**config.mk**
```make
export PLATFORM = sky130hd
export DESIGN_NAME = kalman_param_loader
export DESIGN_NICKNAME = d
export VERILOG_FILES = /design/src/rtl/kalman_param_loader_pkg.sv /design/src/rtl/kalman_byte_packer.sv /design/src/rtl/kalman_param_loader.sv
export SDC_FILE = /design/constraint.sdc
export NUM_CORES = 1
export LEC_CHECK = 0
export CAP_MARGIN = 0
export CORE_MARGIN = 4
export CORE_UTILIZATION = 44
export DETAILED_ROUTE_END_ITERATION = 8
export PLACE_DENSITY = 0.87
export SLEW_MARGIN = 40
export SYNTH_ARGS = -nofsm -noshare
export SYNTH_HDL_FRONTEND = slang
export SYNTH_SLANG_ARGS = --single-unit
export TNS_END_PERCENT = 1
```
**constraint.sdc**
```tcl
create_clock -name clk -period 2.74 [get_ports clk]
set_input_delay 0.548 -clock clk [delete_from_list [all_inputs] [get_ports clk]]
set_output_delay 0.548 -clock clk [all_outputs]
set_load 0.1 [all_outputs]
```
**src/rtl/kalman_param_loader_pkg.sv**
```systemverilog
`default_nettype none
// ============================================================================
// Package   : kalman_param_loader_pkg
// Purpose   : Shared definitions for the Kalman parameter loader. Holds the
//             loader FSM state encoding and helpers that derive element size,
//             per-field byte offsets/sizes and the total block size from the
//             DSIZE/LEN parameters of the instantiating module.
// Ports     : none (package)
// Revision  : 1.0 - initial release
// ============================================================================
package kalman_param_loader_pkg;

  typedef enum logic [1:0] {
    ST_IDLE  = 2'd0,
    ST_FETCH = 2'd1,
    ST_DRAIN = 2'd2,
    ST_DONE  = 2'd3
  } state_t;

  // Field indices in memory order: x0, P0, F, B, H, Q, R.
  localparam int NUM_FIELDS = 7;
  localparam int FLD_X0     = 0;
  localparam int FLD_P0     = 1;
  localparam int FLD_F      = 2;
  localparam int FLD_B      = 3;
  localparam int FLD_H      = 4;
  localparam int FLD_Q      = 5;
  localparam int FLD_R      = 6;

  function automatic int elem_bytes(input int dsize);
    return dsize / 8;
  endfunction

  // x0 and B are vectors (LEN elements); the rest are LEN x LEN matrices.
  function automatic int field_size(input int fld, input int eb, input int len);
    if (fld == FLD_X0 || fld == FLD_B) return eb * len;
    return eb * len * len;
  endfunction

  // Fields are contiguous, so a field's offset is the sum of all earlier sizes.
  function automatic int field_off(input int fld, input int eb, input int len);
    int off;
    off = 0;
    for (int i = 0; i < fld; i++) off += field_size(i, eb, len);
    return off;
  endfunction

  function automatic int total_bytes(input int eb, input int len);
    return field_off(NUM_FIELDS, eb, len);
  endfunction

endpackage
`default_nettype wire

```
**src/rtl/kalman_byte_packer.sv**
```systemverilog
`default_nettype none
// ============================================================================
// Module    : kalman_byte_packer
// Purpose   : Capture datapath of the parameter loader. Tracks issued BRAM
//             reads through an RD_LAT-deep valid pipe and writes each returned
//             byte, in arrival order, into a TOTAL-byte little-endian block.
//             The seven model fields are fixed slices of that block.
// Ports     : clk, rst        - clock, synchronous active-high reset
//             clear           - restart: empties block, counter and valid pipe
//             issue           - a read was issued this cycle
//             mem_dout        - BRAM read data
//             last_cap        - final byte of the block is captured this cycle
//             x0,P0,F,B,H,Q,R - field views of the captured block
// Revision  : 1.0 - initial release
// ============================================================================
module kalman_byte_packer
  import kalman_param_loader_pkg::*;
#(
  parameter int DSIZE  = 16,
  parameter int LEN    = 2,
  parameter int RD_LAT = 2
) (
  input  logic                      clk,
  input  logic                      rst,
  input  logic                      clear,
  input  logic                      issue,
  input  logic [7:0]                mem_dout,
  output logic                      last_cap,
  output logic [DSIZE*LEN-1:0]      x0,
  output logic [DSIZE*LEN*LEN-1:0]  P0,
  output logic [DSIZE*LEN*LEN-1:0]  F,
  output logic [DSIZE*LEN-1:0]      B,
  output logic [DSIZE*LEN*LEN-1:0]  H,
  output logic [DSIZE*LEN*LEN-1:0]  Q,
  output logic [DSIZE*LEN*LEN-1:0]  R
);

  localparam int EB     = elem_bytes(DSIZE);
  localparam int TOTAL  = total_bytes(EB, LEN);
  localparam int CW     = $clog2(TOTAL + 1);
  localparam int VW     = DSIZE * LEN;
  localparam int MW     = DSIZE * LEN * LEN;
  localparam int OFF_X0 = field_off(FLD_X0, EB, LEN);
  localparam int OFF_P0 = field_off(FLD_P0, EB, LEN);
  localparam int OFF_F  = field_off(FLD_F,  EB, LEN);
  localparam int OFF_B  = field_off(FLD_B,  EB, LEN);
  localparam int OFF_H  = field_off(FLD_H,  EB, LEN);
  localparam int OFF_Q  = field_off(FLD_Q,  EB, LEN);
  localparam int OFF_R  = field_off(FLD_R,  EB, LEN);

  logic [RD_LAT-1:0]  vpipe;
  logic               cap;
  logic [CW-1:0]      cnt;
  logic [TOTAL*8-1:0] blk;

  // Stage k of the pipe is set k+1 cycles after the issue, so the last stage
  // lines up with the cycle in which the BRAM presents that read's data.
  generate
    if (RD_LAT == 1) begin : g_pipe_single
      always_ff @(posedge clk) begin
        if (rst || clear) vpipe <= '0;
        else              vpipe <= issue;
      end
    end else begin : g_pipe_multi
      always_ff @(posedge clk) begin
        if (rst || clear) vpipe <= '0;
        else              vpipe <= {vpipe[RD_LAT-2:0], issue};
      end
    end
  endgenerate

  assign cap      = vpipe[RD_LAT-1];
  assign last_cap = cap && (cnt == CW'(TOTAL - 1));

  // Reads return in issue order, so the capture count is the byte offset.
  always_ff @(posedge clk) begin
    if (rst || clear) begin
      cnt <= '0;
      blk <= '0;
    end else if (cap) begin
      blk[{cnt, 3'b000} +: 8] <= mem_dout;
      cnt                     <= cnt + CW'(1);
    end
  end

  assign x0 = blk[8*OFF_X0 +: VW];
  assign P0 = blk[8*OFF_P0 +: MW];
  assign F  = blk[8*OFF_F  +: MW];
  assign B  = blk[8*OFF_B  +: VW];
  assign H  = blk[8*OFF_H  +: MW];
  assign Q  = blk[8*OFF_Q  +: MW];
  assign R  = blk[8*OFF_R  +: MW];

endmodule
`default_nettype wire

```
**src/rtl/kalman_param_loader.sv**
```systemverilog
`default_nettype none
// ============================================================================
// Module    : kalman_param_loader
// Purpose   : Loads the byte-packed Kalman model block (x0,P0,F,B,H,Q,R) from
//             a byte-wide BRAM port and presents it as packed field vectors.
//             Holds the load FSM and the BRAM address counter; the capture
//             datapath lives in kalman_byte_packer.
// Ports     : clk, rst        - core clock, synchronous active-high reset
//             start           - load request, honoured in IDLE or DONE
//             mem_addr        - BRAM byte address (16 bit)
//             mem_dout        - BRAM data, RD_LAT cycles after mem_addr
//             busy            - load in progress
//             done            - all fields valid (level)
//             x0,P0,F,B,H,Q,R - model fields, little-endian packed
// Revision  : 1.0 - initial release
// ============================================================================
module kalman_param_loader
  import kalman_param_loader_pkg::*;
#(
  parameter int DSIZE  = 16,
  parameter int LEN    = 2,
  parameter int BASE   = 2,
  parameter int RD_LAT = 2
) (
  input  logic                      clk,
  input  logic                      rst,
  input  logic                      start,
  output logic [15:0]               mem_addr,
  input  logic [7:0]                mem_dout,
  output logic                      busy,
  output logic                      done,
  output logic [DSIZE*LEN-1:0]      x0,
  output logic [DSIZE*LEN*LEN-1:0]  P0,
  output logic [DSIZE*LEN*LEN-1:0]  F,
  output logic [DSIZE*LEN-1:0]      B,
  output logic [DSIZE*LEN*LEN-1:0]  H,
  output logic [DSIZE*LEN*LEN-1:0]  Q,
  output logic [DSIZE*LEN*LEN-1:0]  R
);

  localparam int          EB        = elem_bytes(DSIZE);
  localparam int          TOTAL     = total_bytes(EB, LEN);
  localparam logic [15:0] BASE_ADDR = 16'(BASE);
  localparam logic [15:0] LAST_ADDR = 16'(BASE + TOTAL - 1);

  state_t state, state_n;
  logic   clear;
  logic   issue;
  logic   last_cap;

  always_ff @(posedge clk) begin
    if (rst) state <= ST_IDLE;
    else     state <= state_n;
  end

  always_comb begin
    state_n = state;
    clear   = 1'b0;
    issue   = 1'b0;
    case (state)
      ST_IDLE, ST_DONE: begin
        if (start) begin
          clear   = 1'b1;
          state_n = ST_FETCH;
        end
      end
      ST_FETCH: begin
        issue = 1'b1;
        if (mem_addr == LAST_ADDR) state_n = ST_DRAIN;
      end
      ST_DRAIN: begin
        // Move on the same edge the final byte is written so done rises
        // in the cycle right after the last capture.
        if (last_cap) state_n = ST_DONE;
      end
      default: state_n = ST_IDLE;
    endcase
  end

  // The final address is held through DRAIN/DONE; restart reloads BASE.
  always_ff @(posedge clk) begin
    if (rst || clear)                         mem_addr <= BASE_ADDR;
    else if (issue && mem_addr != LAST_ADDR)  mem_addr <= mem_addr + 16'd1;
  end

  assign busy = (state == ST_FETCH) || (state == ST_DRAIN);
  assign done = (state == ST_DONE);

  always_ff @(posedge clk) begin : p_param_check
    if (!rst) begin
      assert ((BASE + TOTAL - 1 <= 65535) && (RD_LAT >= 1) && (RD_LAT <= 4))
        else $error("kalman_param_loader: block exceeds 16-bit space or RD_LAT out of range");
    end
  end

  kalman_byte_packer #(
    .DSIZE  (DSIZE),
    .LEN    (LEN),
    .RD_LAT (RD_LAT)
  ) u_packer (
    .clk      (clk),
    .rst      (rst),
    .clear    (clear),
    .issue    (issue),
    .mem_dout (mem_dout),
    .last_cap (last_cap),
    .x0       (x0),
    .P0       (P0),
    .F        (F),
    .B        (B),
    .H        (H),
    .Q        (Q),
    .R        (R)
  );

endmodule
`default_nettype wire

```
After elaboration in Yosys (flattened, before gate mapping)
Index checks and enable logic that the tools add are counted.
{ "word_totals": {"wordCells": 34, "mem_bits_ro": 0, "in_bits": 11, "ram_bits": 0, "memories": 0, "regBits": 410, "latch_bits": 0} }
{ "classes": {"n_bitwise": 0, "div": 0, "eq_ne": 9, "n_reduce_logical": 7, "mux": 8, "multipliers": 0, "addsub": 3, "n_shift": 2, "magnitude_cmp": 0} }
{ "ops": {"columns": ["cell", "n"], "rows": [
  ["$bwmux W384", 1],
  ["$shift A8 B11 Y384 const A", 1],
  ["$shiftx A8 B11 Y384", 1],
  ["$add A16 B1 Y16 const B", 1],
  ["$eq A16 B6 Y1 const B", 1],
  ["$ne A16 B6 Y1 const B", 1],
  ["$neg A9 Y11", 1],
  ["$add A6 B1 Y6 const B", 1],
  ["$eq A6 B6 Y1 const B", 1],
  ["$mux W2", 3],
  ["$ne A2 B2 Y1 const B", 3],
  ["$pmux W2 S3", 1],
  ["$eq A2 B2 Y1 const B", 2],
  ["$mux W1", 3],
  ["$reduce_and A3 Y1", 1],
  ["$eq A2 B1 Y1 const B", 1],
  ["$logic_and A1 B1 Y1", 2],
  ["$logic_not A2 Y1", 1],
  ["$logic_or A1 B1 Y1", 2],
  ["$reduce_or A2 Y1", 1]
]} }

Logic depth before layout (Yosys ltp)
Gate-level depths: netlist (run 1).
{ "logic_depth": {"word_depth": 4, "ltp_mapped": 11, "mapped_depth_nobuf": 7} }

Hierarchy
A second synthesis (run 1) with hierarchy kept.
{ "hier_totals": {"hier_cells": 1715, "hier_area_um2": 16435.8} }
{ "modules_own_cells": {"columns": ["module", "cells_each", "n_inst", "area_each_um2"], "rows": [
  ["kalman_byte_packer", 1605, 1, 15458.6],
  ["kalman_param_loader", 110, 1, 977.2]
]} }

Worst setup path before layout (run 1)
OpenSTA, ideal clock, no wires.
{ "synth_timing": {"path_type": "reg2reg", "start": "reg u_packer.cnt[0]", "end": "reg u_packer.blk[198]", "path_buffers": 4, "setup_time_ns": 0.131, "stages_incl_launch_ff": 12, "t_arrival_ns": 2.481, "period_less_slack_ns": 2.612, "required_time_ns": 2.609, "path_slack_ns": 0.128, "cell_sequence": "dfxtp_1 > buf_2 > inv_1 > ha_1 > buf_2 > xor2_2 > nand2_1 > or4b_1 > clkbuf_1 > buf_2 > nand3_1 > o21ai_0"} }
{ "synth_via": {"elab_chain_len": 3, "word_cells_on_any_way": 4, "cone_classes": "add/sub: 1; shift: 2; mux: 1"} }
{ "synth_rtl": {"columns": ["element", "line", "source"], "rows": [
  ["from (decl)", "kalman_byte_packer.sv:53", "logic [CW-1:0] cnt;"],
  ["from (signal assigned)", "kalman_byte_packer.sv:82", "cnt <= cnt + CW'(1);"],
  ["$neg A9 Y11 *", "kalman_byte_packer.sv:81", "blk[{cnt, 3'b000} +: 8] <= mem_dout;"],
  ["$shiftx A8 B11 Y384 or $shift A8 B11 Y384 (tied branches)", "kalman_byte_packer.sv:81", null],
  ["$bwmux W384 *", "kalman_byte_packer.sv:81", null],
  ["to (signal, indexed assignment)", "kalman_byte_packer.sv:81", null],
  ["to (decl)", "kalman_byte_packer.sv:54", "logic [TOTAL*8-1:0] blk;"]
]} }
Every way passes the cells marked *; elsewhere a longest branch is shown, timed or not.
A chain may end at the register's enable or synchronous reset.

Worst setup path in the final report (run 1)
{ "layout_timing": {"start": "reg u_packer.cnt[0]", "end": "reg u_packer.blk[378]"} }
Same word-level chain as after synthesis.

==> impl_metrics.csv, run 1 <==
group,metric,value,unit
status,status,"complete, no violations",
global_routing,grt_pass1_vias,13959,
setup_path,arrival,3.06,ns
synth,syn_avg_cell_area,9.72,um^2
place,gp_congestion,0.914,
route,wire_per_inst,21.2,um
synth,syn-instance-count,1662,
setup_path,path_buf_inv,0,
synth,synthAdderAreaFrac,0.697,%
cells_and_area,syn_to_final_growth,34.1,%
setup_path,critPathMaxFanout,8,
die,coreArea,0.0359,mm^2
synth,ys.flop_type,"dfxtp_1",
clock_network,cts_buffer_depth,3,
cells_and_area,final_cell_mix,"490 x buf_4, 410 x dfxtp_1, 376 x nand2_1",
clock_network,cts_hold_buf,0,
sta,fin_crit_sh,94.4,%
route,dr.first_iter.drc_count,768,
min_path,hold_path_class,"reg2reg",
min_path,hold_depth,1,
setup_path,worstPathCellList,"or3_1 -> nor4_4 -> o22ai_1 -> nor2_2 -> mux2i_1",
die,die_w,200,um
route,drc,0,
synth,synth_mux_area_share,18.9,%
setup_path,crit_family,"simple AND/OR/NAND/NOR gates",
setup_path,ff2ff_setup_slack,0.15,ns
synth,synth_top_family_by_area,"simple AND/OR/NAND/NOR gates",
sta,relSlewSlack,48.5,%
sta,finalSetupViolations,0,
synth,synth_nets,1682,
sta,fmax,387,MHz
sta,maxSlewViolCount,0,
sta,rsz0062_at_grt,"false",
cells_and_area,fin_nets,2109,
global_routing,overflow,0,
route,num_vias,13945,
die,die_area,0.0398,mm^2
sta,layout_min_cycle_time,2.59,ns
global_routing,antenna_found_initial,2,
clock_network,clk-insertion-delay-late,0.55,ns
clock_network,postCtsSetupRepairBufs,0,
sta,holdWs,0.436,ns
die,io_pins,413,
power_and_ir_drop,irDropWorstVdd,0.524,mV
setup_path,r2r_cells,5,
die,initial_core_util,45.0,%
synth,ys_types,69,
clock_network,cts_resized,0,
route,drt_pass1_iterations,5,
cells_and_area,final_core_util,60.3,%
synth,synth_xor_area_share,1.23,%
setup_path,crit_start,"u_packer.cnt[0]",
clock_network,cts.clk_slew.worst_paths,0.06,ns
sta,finalWorstSetupSlack,0.153,ns
global_routing,grt_use_total,26.4,%
cells_and_area,drive_gt1_share,29.6,%
synth,synth_compound_area_share,4.63,%
setup_path,rr_endpoint,"u_packer.blk[378]",
place,dpl.hpwl,39600,um
synth,synth-async-reset-ratio,0,%
setup_path,startpoint_type,"register",
synth,synth-simple-area-share,20.1,%
power_and_ir_drop,p_leak,9.82,nW
cells_and_area,fin_cells,2583,
clock_network,cts_made_buffers,43,
setup_path,worstPathRequired,3.21,ns
place,pre_cts_ws,0.0289,ns
place,numPortBuffers,412,
power_and_ir_drop,power_density,634,mW/mm^2
die,die_height,200,um
die,rows,69,
setup_path,r2r_start,"u_packer.cnt[0]",
setup_path,path_class,"reg2reg",
setup_path,cp_slowest_stage_delay,0.59,ns
sta,fin_setup_tns,0,ns
synth,ys_ff_latch,410,
route,antenna_left,0,
synth,synth_area,0.0161,mm^2
setup_path,endpoint_kind,"register",
clock_network,cts_tree,"done",
cells_and_area,fill_cells,2925,
synth,ys_warn_count,0,
global_routing,grt_max_degree,95,
route,drt_wl_total,54900,um
setup_path,crit_end,"u_packer.blk[378]",
sta,finalClockSkew,0.0129,ns
route,vias_per_cell,5.40,
setup_path,cp.depth,5,
sta,tightest_slew,0.767,ns
cells_and_area,final_common_cell,"buf_4",
setup_path,cp_slowest_cell,"or3_1",
synth,synth.yosys.seq_area_share,50.8,%
place,placed_cells,2505,
synth,synth_edf_count,0,
flow_run,maxCapViolCount,0,
sta,finalHoldViolCount,0,
global_routing,grt_pass1_wl,82100,um
clock_network,h-tree-depth,2,
clock_network,cts.sinks,410,
clock_network,cts_root_buffer,"clkbuf_16",
-- flip-flops by register name (all words and copies together) (netlist names) --
name	cells
u_packer.vpipe	2
u_packer.blk	384
u_packer.cnt	6
mem_addr	16
state	2
-- power by group --
part	switching, mW	internal, mW	leakage (nW)
registers	0.0447	5.99	3.30
clock network	2.43	3.88	0.753
logic	1.09	0.307	5.77
total	3.56	10.2	9.82
-- final cells by class --
class	count	area [um^2]	area share, %
Antenna cell	1	2.50	0.0116
Clock buffer	57	1250	5.78
Clock inverter	20	293	1.35
Inverter	11	41.3	0.191
Multi-Input combinational cell	1118	7400	34.2
Sequential cell	410	8210	37.9
Tap cell	461	577	2.66
Timing Repair Buffer	505	3880	17.9
-- routing by layer --
| layer | part of all wire [%] | up-vias | track usage (%) |
|---|---|---|---|
| met5 | 0 | - | 0 |
| met4 | 4.5 | 0 | 12.1 |
| met3 | 7.7 | 141 | 6.15 |
| met2 | 47 | 561 | 43.1 |
| met1 | 41 | 6719 | 33.2 |
| li1 | - | 6524 | - |
-- how the worst min path moves through the flow --
stage	start	to	slack, ns
after global placement	u_packer.vpipe[0]	u_packer.vpipe[1]	0.41
final	u_packer.vpipe[0]	u_packer.vpipe[1]	0.44
after CTS	u_packer.vpipe[0]	u_packer.vpipe[1]	0.43
after global routing	u_packer.vpipe[0]	u_packer.vpipe[1]	0.48
after detailed placement	u_packer.vpipe[0]	u_packer.vpipe[1]	0.42
after floorplan	u_packer.vpipe[0]	u_packer.vpipe[1]	0.41
-- worst register-to-register path, stage by stage, from the launching register on --
cell and delay (ns):
dfxtp_1 0.37, or3_1 0.59, nor4_4 0.41, o22ai_1 0.30, nor2_2 0.56, mux2i_1 0.29
-- per-stage QoR --
stage	power, mW	cell area [um^2]
after detailed placement	7.55	20100
after floorplan	7.08	16100
after CTS	13.8	21600
after global routing	14.2	21700
final	13.7	21700
after global placement	7.53	20100
-- cell families (layout without fill, tap and decap cells) --
group / after synthesis / after routing
flip-flops: 410 / 410
AO/OA/AOI/OAI: 116 / 116
XOR/XNOR: 21 / 21
AND/OR/NAND/NOR: 667 / 667
multiplexers: 305 / 305
buffers and inverters: 134 / 593
other: 0 / 1
adder cells (fa/ha/maj): 9 / 9
-- cell usage after synthesis, types with 8 or more instances --
cell type / number / area share (%)
nand2_1: 376 / 8.7
nand4_1: 26 / 1.0
clkbuf_1: 83 / 1.9
ha_1: 9 / 0.70
a21oi_1: 11 / 0.34
xor2_1: 12 / 0.65
inv_1: 11 / 0.26
buf_2: 27 / 0.84
and2_1: 10 / 0.39
mux2i_1: 304 / 19
o21ai_0: 69 / 2.1
nand3_4: 11 / 1.2
dfxtp_1: 410 / 51
nor3b_1: 8 / 0.37
nor3_1: 10 / 0.31
nand3_1: 91 / 2.8
nor2_1: 64 / 1.5
Power figures use the tool's default switching activity.
==> inputs of run 2 (changes only) <==
Settings changed: CORE_ASPECT_RATIO set to 1.1, PLACE_DENSITY 0.87 to 0.83.
==> impl_metrics.csv, run 2 (synthesis results as in run 1) <==
group,metric,value,unit
status,status,"complete, no violations",
sta,rsz0062_at_grt,"true",
die,die_height,209,um
sta,layout_min_cycle_time,2.60,ns
route,antenna_left,0,
power_and_ir_drop,irDropWorstVdd,0.519,mV
place,pre_cts_ws,0.137,ns
die,rows,73,
place,gp_congestion,0.961,
route,drt_wl_total,53700,um
clock_network,cts.sinks,410,
clock_network,cts_buffer_depth,3,
global_routing,grt_pass1_wl,81200,um
setup_path,endpoint_kind,"register",
die,initial_core_util,44.6,%
route,num_vias,13844,
sta,fin_setup_tns,0,ns
sta,maxSlewViolCount,0,
min_path,hold_path_class,"reg2reg",
clock_network,cts.clk_slew.worst_paths,0.06,ns
global_routing,grt_pass1_vias,13731,
setup_path,startpoint_type,"register",
setup_path,crit_family,"simple AND/OR/NAND/NOR gates",
setup_path,worstPathRequired,3.21,ns
power_and_ir_drop,total_power,13.5,mW
die,die_w,191,um
clock_network,cts_tree,"done",
setup_path,path_class,"reg2reg",
cells_and_area,fin_cells,2615,
power_and_ir_drop,power_density,622,mW/mm^2
sta,holdWs,0.430,ns
setup_path,cp_slowest_cell,"nor2_2",
die,coreArea,0.0362,mm^2
die,io_pins,413,
setup_path,arrival,3.07,ns
setup_path,cp_slowest_stage_delay,0.51,ns
cells_and_area,top_regs,"u_packer.blk (384), mem_addr (16), u_packer.cnt (6)",
sta,finalWorstSetupSlack,0.140,ns
flow_run,maxCapViolCount,0,
cells_and_area,fin_nets,2114,
cells_and_area,fill_cells,3000,
cells_and_area,final_cell_mix,"491 x buf_4, 410 x dfxtp_1, 376 x nand2_1",
clock_network,cts_root_buffer,"clkbuf_16",
setup_path,path_buf_inv,3,
place,dpl.hpwl,38900,um
cells_and_area,drive_gt1_share,29.5,%
clock_network,cts_hold_buf,0,
setup_path,crit_top_cell,"buf_4",
sta,relSlewSlack,53.8,%
clock_network,h-tree-depth,2,
cells_and_area,final_common_cell,"buf_4",
sta,fmax,385,MHz
global_routing,grt_max_degree,109,
sta,finalHoldViolCount,0,
route,wire_per_inst,20.5,um
cells_and_area,syn_to_final_growth,34.6,%
global_routing,grt_use_total,25.7,%
sta,finalClockSkew,0.0158,ns
cells_and_area,largest_register_ff_count,384,
cells_and_area,largest_register,"u_packer.blk",
route,drt_pass1_iterations,5,
place,numPortBuffers,412,
route,drc,0,
route,vias_per_cell,5.29,
sta,tightest_slew,0.692,ns
global_routing,antenna_found_initial,3,
place,placed_cells,2537,
sta,fin_crit_sh,94.9,%
global_routing,overflow,0,
clock_network,clk-insertion-delay-late,0.54,ns
power_and_ir_drop,p_leak,9.84,nW
setup_path,worstPathCellList,"inv_1 -> ha_1 -> buf_4 -> xor2_1 -> nor3_4 -> buf_4 -> o211ai_2 -> nor2_2 -> mux2i_1",
sta,finalSetupViolations,0,
clock_network,cts_made_buffers,42,
die,die_area,0.0398,mm^2
setup_path,critPathMaxFanout,8,
route,dr.first_iter.drc_count,640,
## run 2: final cells by class
| cell class | instances | area [um^2] | share of cell area [%] |
|---|---|---|---|
| clock inverters | 14 | 206 | 0.950 |
| flip-flops and latches | 410 | 8210 | 37.8 |
| multi-input cells | 1118 | 7410 | 34.1 |
| well taps | 487 | 609 | 2.80 |
| clock buffers | 62 | 1270 | 5.83 |
| inverters | 11 | 41.3 | 0.190 |
| diodes | 2 | 5.00 | 0.0230 |
| repair buffers | 511 | 3990 | 18.3 |
## run 2: where the power goes
| group | switching [mW] | internal [mW] | total (mW) |
|---|---|---|---|
| registers | 0.0408 | 5.99 | 6.03 |
| logic | 1.09 | 0.351 | 1.44 |
| clock network | 2.38 | 3.68 | 6.05 |
## run 2: stage by stage
step	utilization, %	area [um^2]
after floorplan	-	16100
after global placement	56.0	20200
after detailed placement	56.0	20200
after CTS	60.0	21700
after global routing	60.1	21700
final	60.1	21700
## run 2: per-layer routing
metal | up-vias | global-route usage (%) | wire length [um]
met5 | - | 0 | 0
met4 | 0 | 10.9 | 2390
met3 | 127 | 4.99 | 3830
met2 | 530 | 44.5 | 26500
met1 | 6656 | 31.1 | 21000
li1 | 6531 | - | -
## run 2: final timing paths
check / slack [ns] / to / from / cells past startpoint
worst max-delay path: 0.14 / u_packer.blk[108] / u_packer.cnt[1] / 9
worst min-delay path: 0.43 / u_packer.vpipe[1] / u_packer.vpipe[0] / 1
worst max register to register: 0.14 / u_packer.blk[108] / u_packer.cnt[1] / 9
worst min register to register: 0.43 / u_packer.vpipe[1] / u_packer.vpipe[0] / 1
## run 2: what timing repair did
action,in CTS,in global routing
endpoints found under the setup margin,0,64
buffers inserted,0,0
resized for setup,0,3
endpoints found under the hold margin,0,0
==> inputs of run 3 (changes only) <==
Settings changed: ABC_CLOCK_PERIOD_IN_PS set to 2740, CORE_ASPECT_RATIO 1.1 to 0.9.
==> impl_metrics.csv, run 3 (synthesis results as in run 1) <==
group,metric,value,unit
status,status,"complete, no violations",
clock_network,cts_hold_buf,0,
route,antenna_left,0,
flow_run,maxCapViolCount,0,
place,placed_cells,2517,
cells_and_area,final_common_cell,"buf_4",
die,coreArea,0.0362,mm^2
setup_path,arrival,3.10,ns
cells_and_area,largest_register,"u_packer.blk",
route,met3_length,4850,um
cells_and_area,largest_register_ff_count,384,
sta,finalClockSkew,0.0165,ns
global_routing,grt_max_degree,125,
setup_path,r2r_cells,8,
power_and_ir_drop,p_seq_share,44.3,%
place,pre_cts_ws,-0.00433,ns
clock_network,postCtsSetupRepairBufs,0,
cells_and_area,top_regs,"u_packer.blk (384), mem_addr (16), u_packer.cnt (6)",
route,vias_per_cell,5.36,
power_and_ir_drop,total_power,13.6,mW
power_and_ir_drop,p_leak,9.80,nW
cells_and_area,fin_cells,2595,
die,io_pins,413,
setup_path,r2r_start,"u_packer.cnt[0]",
die,die_w,210,um
sta,fmax,381,MHz
route,wl_met2,24900,um
clock_network,cts_root_buffer,"clkbuf_16",
power_and_ir_drop,pwr-share-clk,45.7,%
global_routing,grt_pass1_vias,13843,
die,die_height,190,um
clock_network,cts_buffer_depth,3,
clock_network,h-tree-depth,2,
route,routedLengthMet1,22300,um
cells_and_area,drive_gt1_share,29.6,%
place,numPortBuffers,412,
cells_and_area,final_core_util,59.8,%
route,wire_per_inst,20.6,um
setup_path,endpoint_kind,"register",
min_path,hold_depth,1,
setup_path,crit_start,"u_packer.cnt[0]",
cells_and_area,syn_to_final_growth,34.0,%
sta,fin_setup_tns,0,ns
setup_path,ff2ff_setup_slack,0.11,ns
clock_network,clk-insertion-delay-late,0.55,ns
sta,finalWorstSetupSlack,0.115,ns
global_routing,overflow,0,
power_and_ir_drop,irDropWorstVdd,0.514,mV
cells_and_area,final_cell_mix,"488 x buf_4, 410 x dfxtp_1, 376 x nand2_1",
sta,rsz0062_at_grt,"false",
sta,tightest_slew,0.744,ns
place,dpl.hpwl,38800,um
power_and_ir_drop,power_density,630,mW/mm^2
clock_network,cts_resized,0,
cells_and_area,fill_cells,3016,
power_and_ir_drop,p_sw_share,26.1,%
clock_network,cts.clk_slew.worst_paths,0.06,ns
setup_path,path_class,"reg2reg",
setup_path,critPathMaxFanout,8,
sta,fin_crit_sh,95.8,%
cells_and_area,fin_nets,2105,
global_routing,grt_use_total,25.6,%
sta,relSlewSlack,50.2,%
power_and_ir_drop,p_comb_share,10.1,%
route,drt_pass1_iterations,5,
sta,layout_min_cycle_time,2.63,ns
route,highest_layer,"met4",
setup_path,startpoint_type,"register",
sta,finalHoldViolCount,0,
route,dr.first_iter.drc_count,970,
sta,maxSlewViolCount,0,
min_path,hold_path_class,"reg2reg",
clock_network,cts.sinks,410,
sta,finalSetupViolations,0,
clock_network,cts_made_buffers,42,
clock_network,cts_tree,"done",
route,drt_wl_total,53500,um
die,die_area,0.0398,mm^2
power_and_ir_drop,p_int,10.1,mW
min_path,hp-start,"u_packer.vpipe[0]",
power_and_ir_drop,power.switching,3.55,mW
route,num_vias,13918,
place,gp_congestion,0.942,
cells_and_area,insertedDiodeCount,0,
setup_path,worstPathRequired,3.21,ns
die,initial_core_util,44.6,%
global_routing,antenna_found_initial,0,
route,drc,0,
die,rows,66,
global_routing,grt_pass1_wl,81200,um
==> run 3: changes by cell type in the layout (fill, tap and decap cells not counted), sizes merged <==
cell    delta
bufinv     +2
inv        +2
clkbuf     -6
diode      -2
clkinv     +4
buf        -9
==> run 3: layout make-up <==
| class | instances | area, um^2 | share of cell area [%] |
|---|---|---|---|
| Clock buffer | 56 | 1210 | 5.61 |
| Clock inverter | 22 | 315 | 1.46 |
| Inverter | 11 | 41.3 | 0.191 |
| Multi-Input combinational cell | 1118 | 7430 | 34.3 |
| Sequential cell | 410 | 8210 | 37.9 |
| Tap cell | 476 | 596 | 2.75 |
| Timing Repair Buffer | 502 | 3840 | 17.8 |
==> run 3: critical path, stage by stage (launching register included) <==
cell	delay [ns]
dfxtp_1	0.32
buf_4	0.16
or3_1	0.47
buf_4	0.21
o31ai_4	0.38
buf_4	0.22
o211ai_2	0.16
nor2_4	0.38
mux2i_1	0.25
==> run 3: path summary, 6_finish.rpt <==
kind | to
min reg2reg | u_packer.vpipe[1]
max | u_packer.blk[122]
max reg2reg | u_packer.blk[122]
min | u_packer.vpipe[1]
==> run 3: power by group through the flow <==
| stage | Combinational (mW) | Clock (mW) | Sequential, mW |
|---|---|---|---|
| after floorplan | 0.823 | 0 | 6.26 |
| after global placement | 1.34 | 0 | 6.16 |
| after detailed placement | 1.35 | 0 | 6.16 |
| after CTS | 1.36 | 6.33 | 6.03 |
| after global routing | 1.46 | 6.57 | 6.03 |
| final | 1.37 | 6.23 | 6.03 |
==> run 3: per-stage QoR <==
step           hold slack (ns)  cell area (um^2)
2_1_floorplan            0.406             16100
3_3_place_gp             0.416             20100
3_5_place_dp             0.427             20100
4_1_cts                  0.447             21600
5_1_grt                  0.460             21600
6_report                 0.445             21600
==> run 3: per-layer routing <==
layer,track usage [%],vias to the layer above
met5,0,-
met1,32.7,6773
met2,42.0,540
met3,7.75,91
met4,7.68,0
li1,-,6514
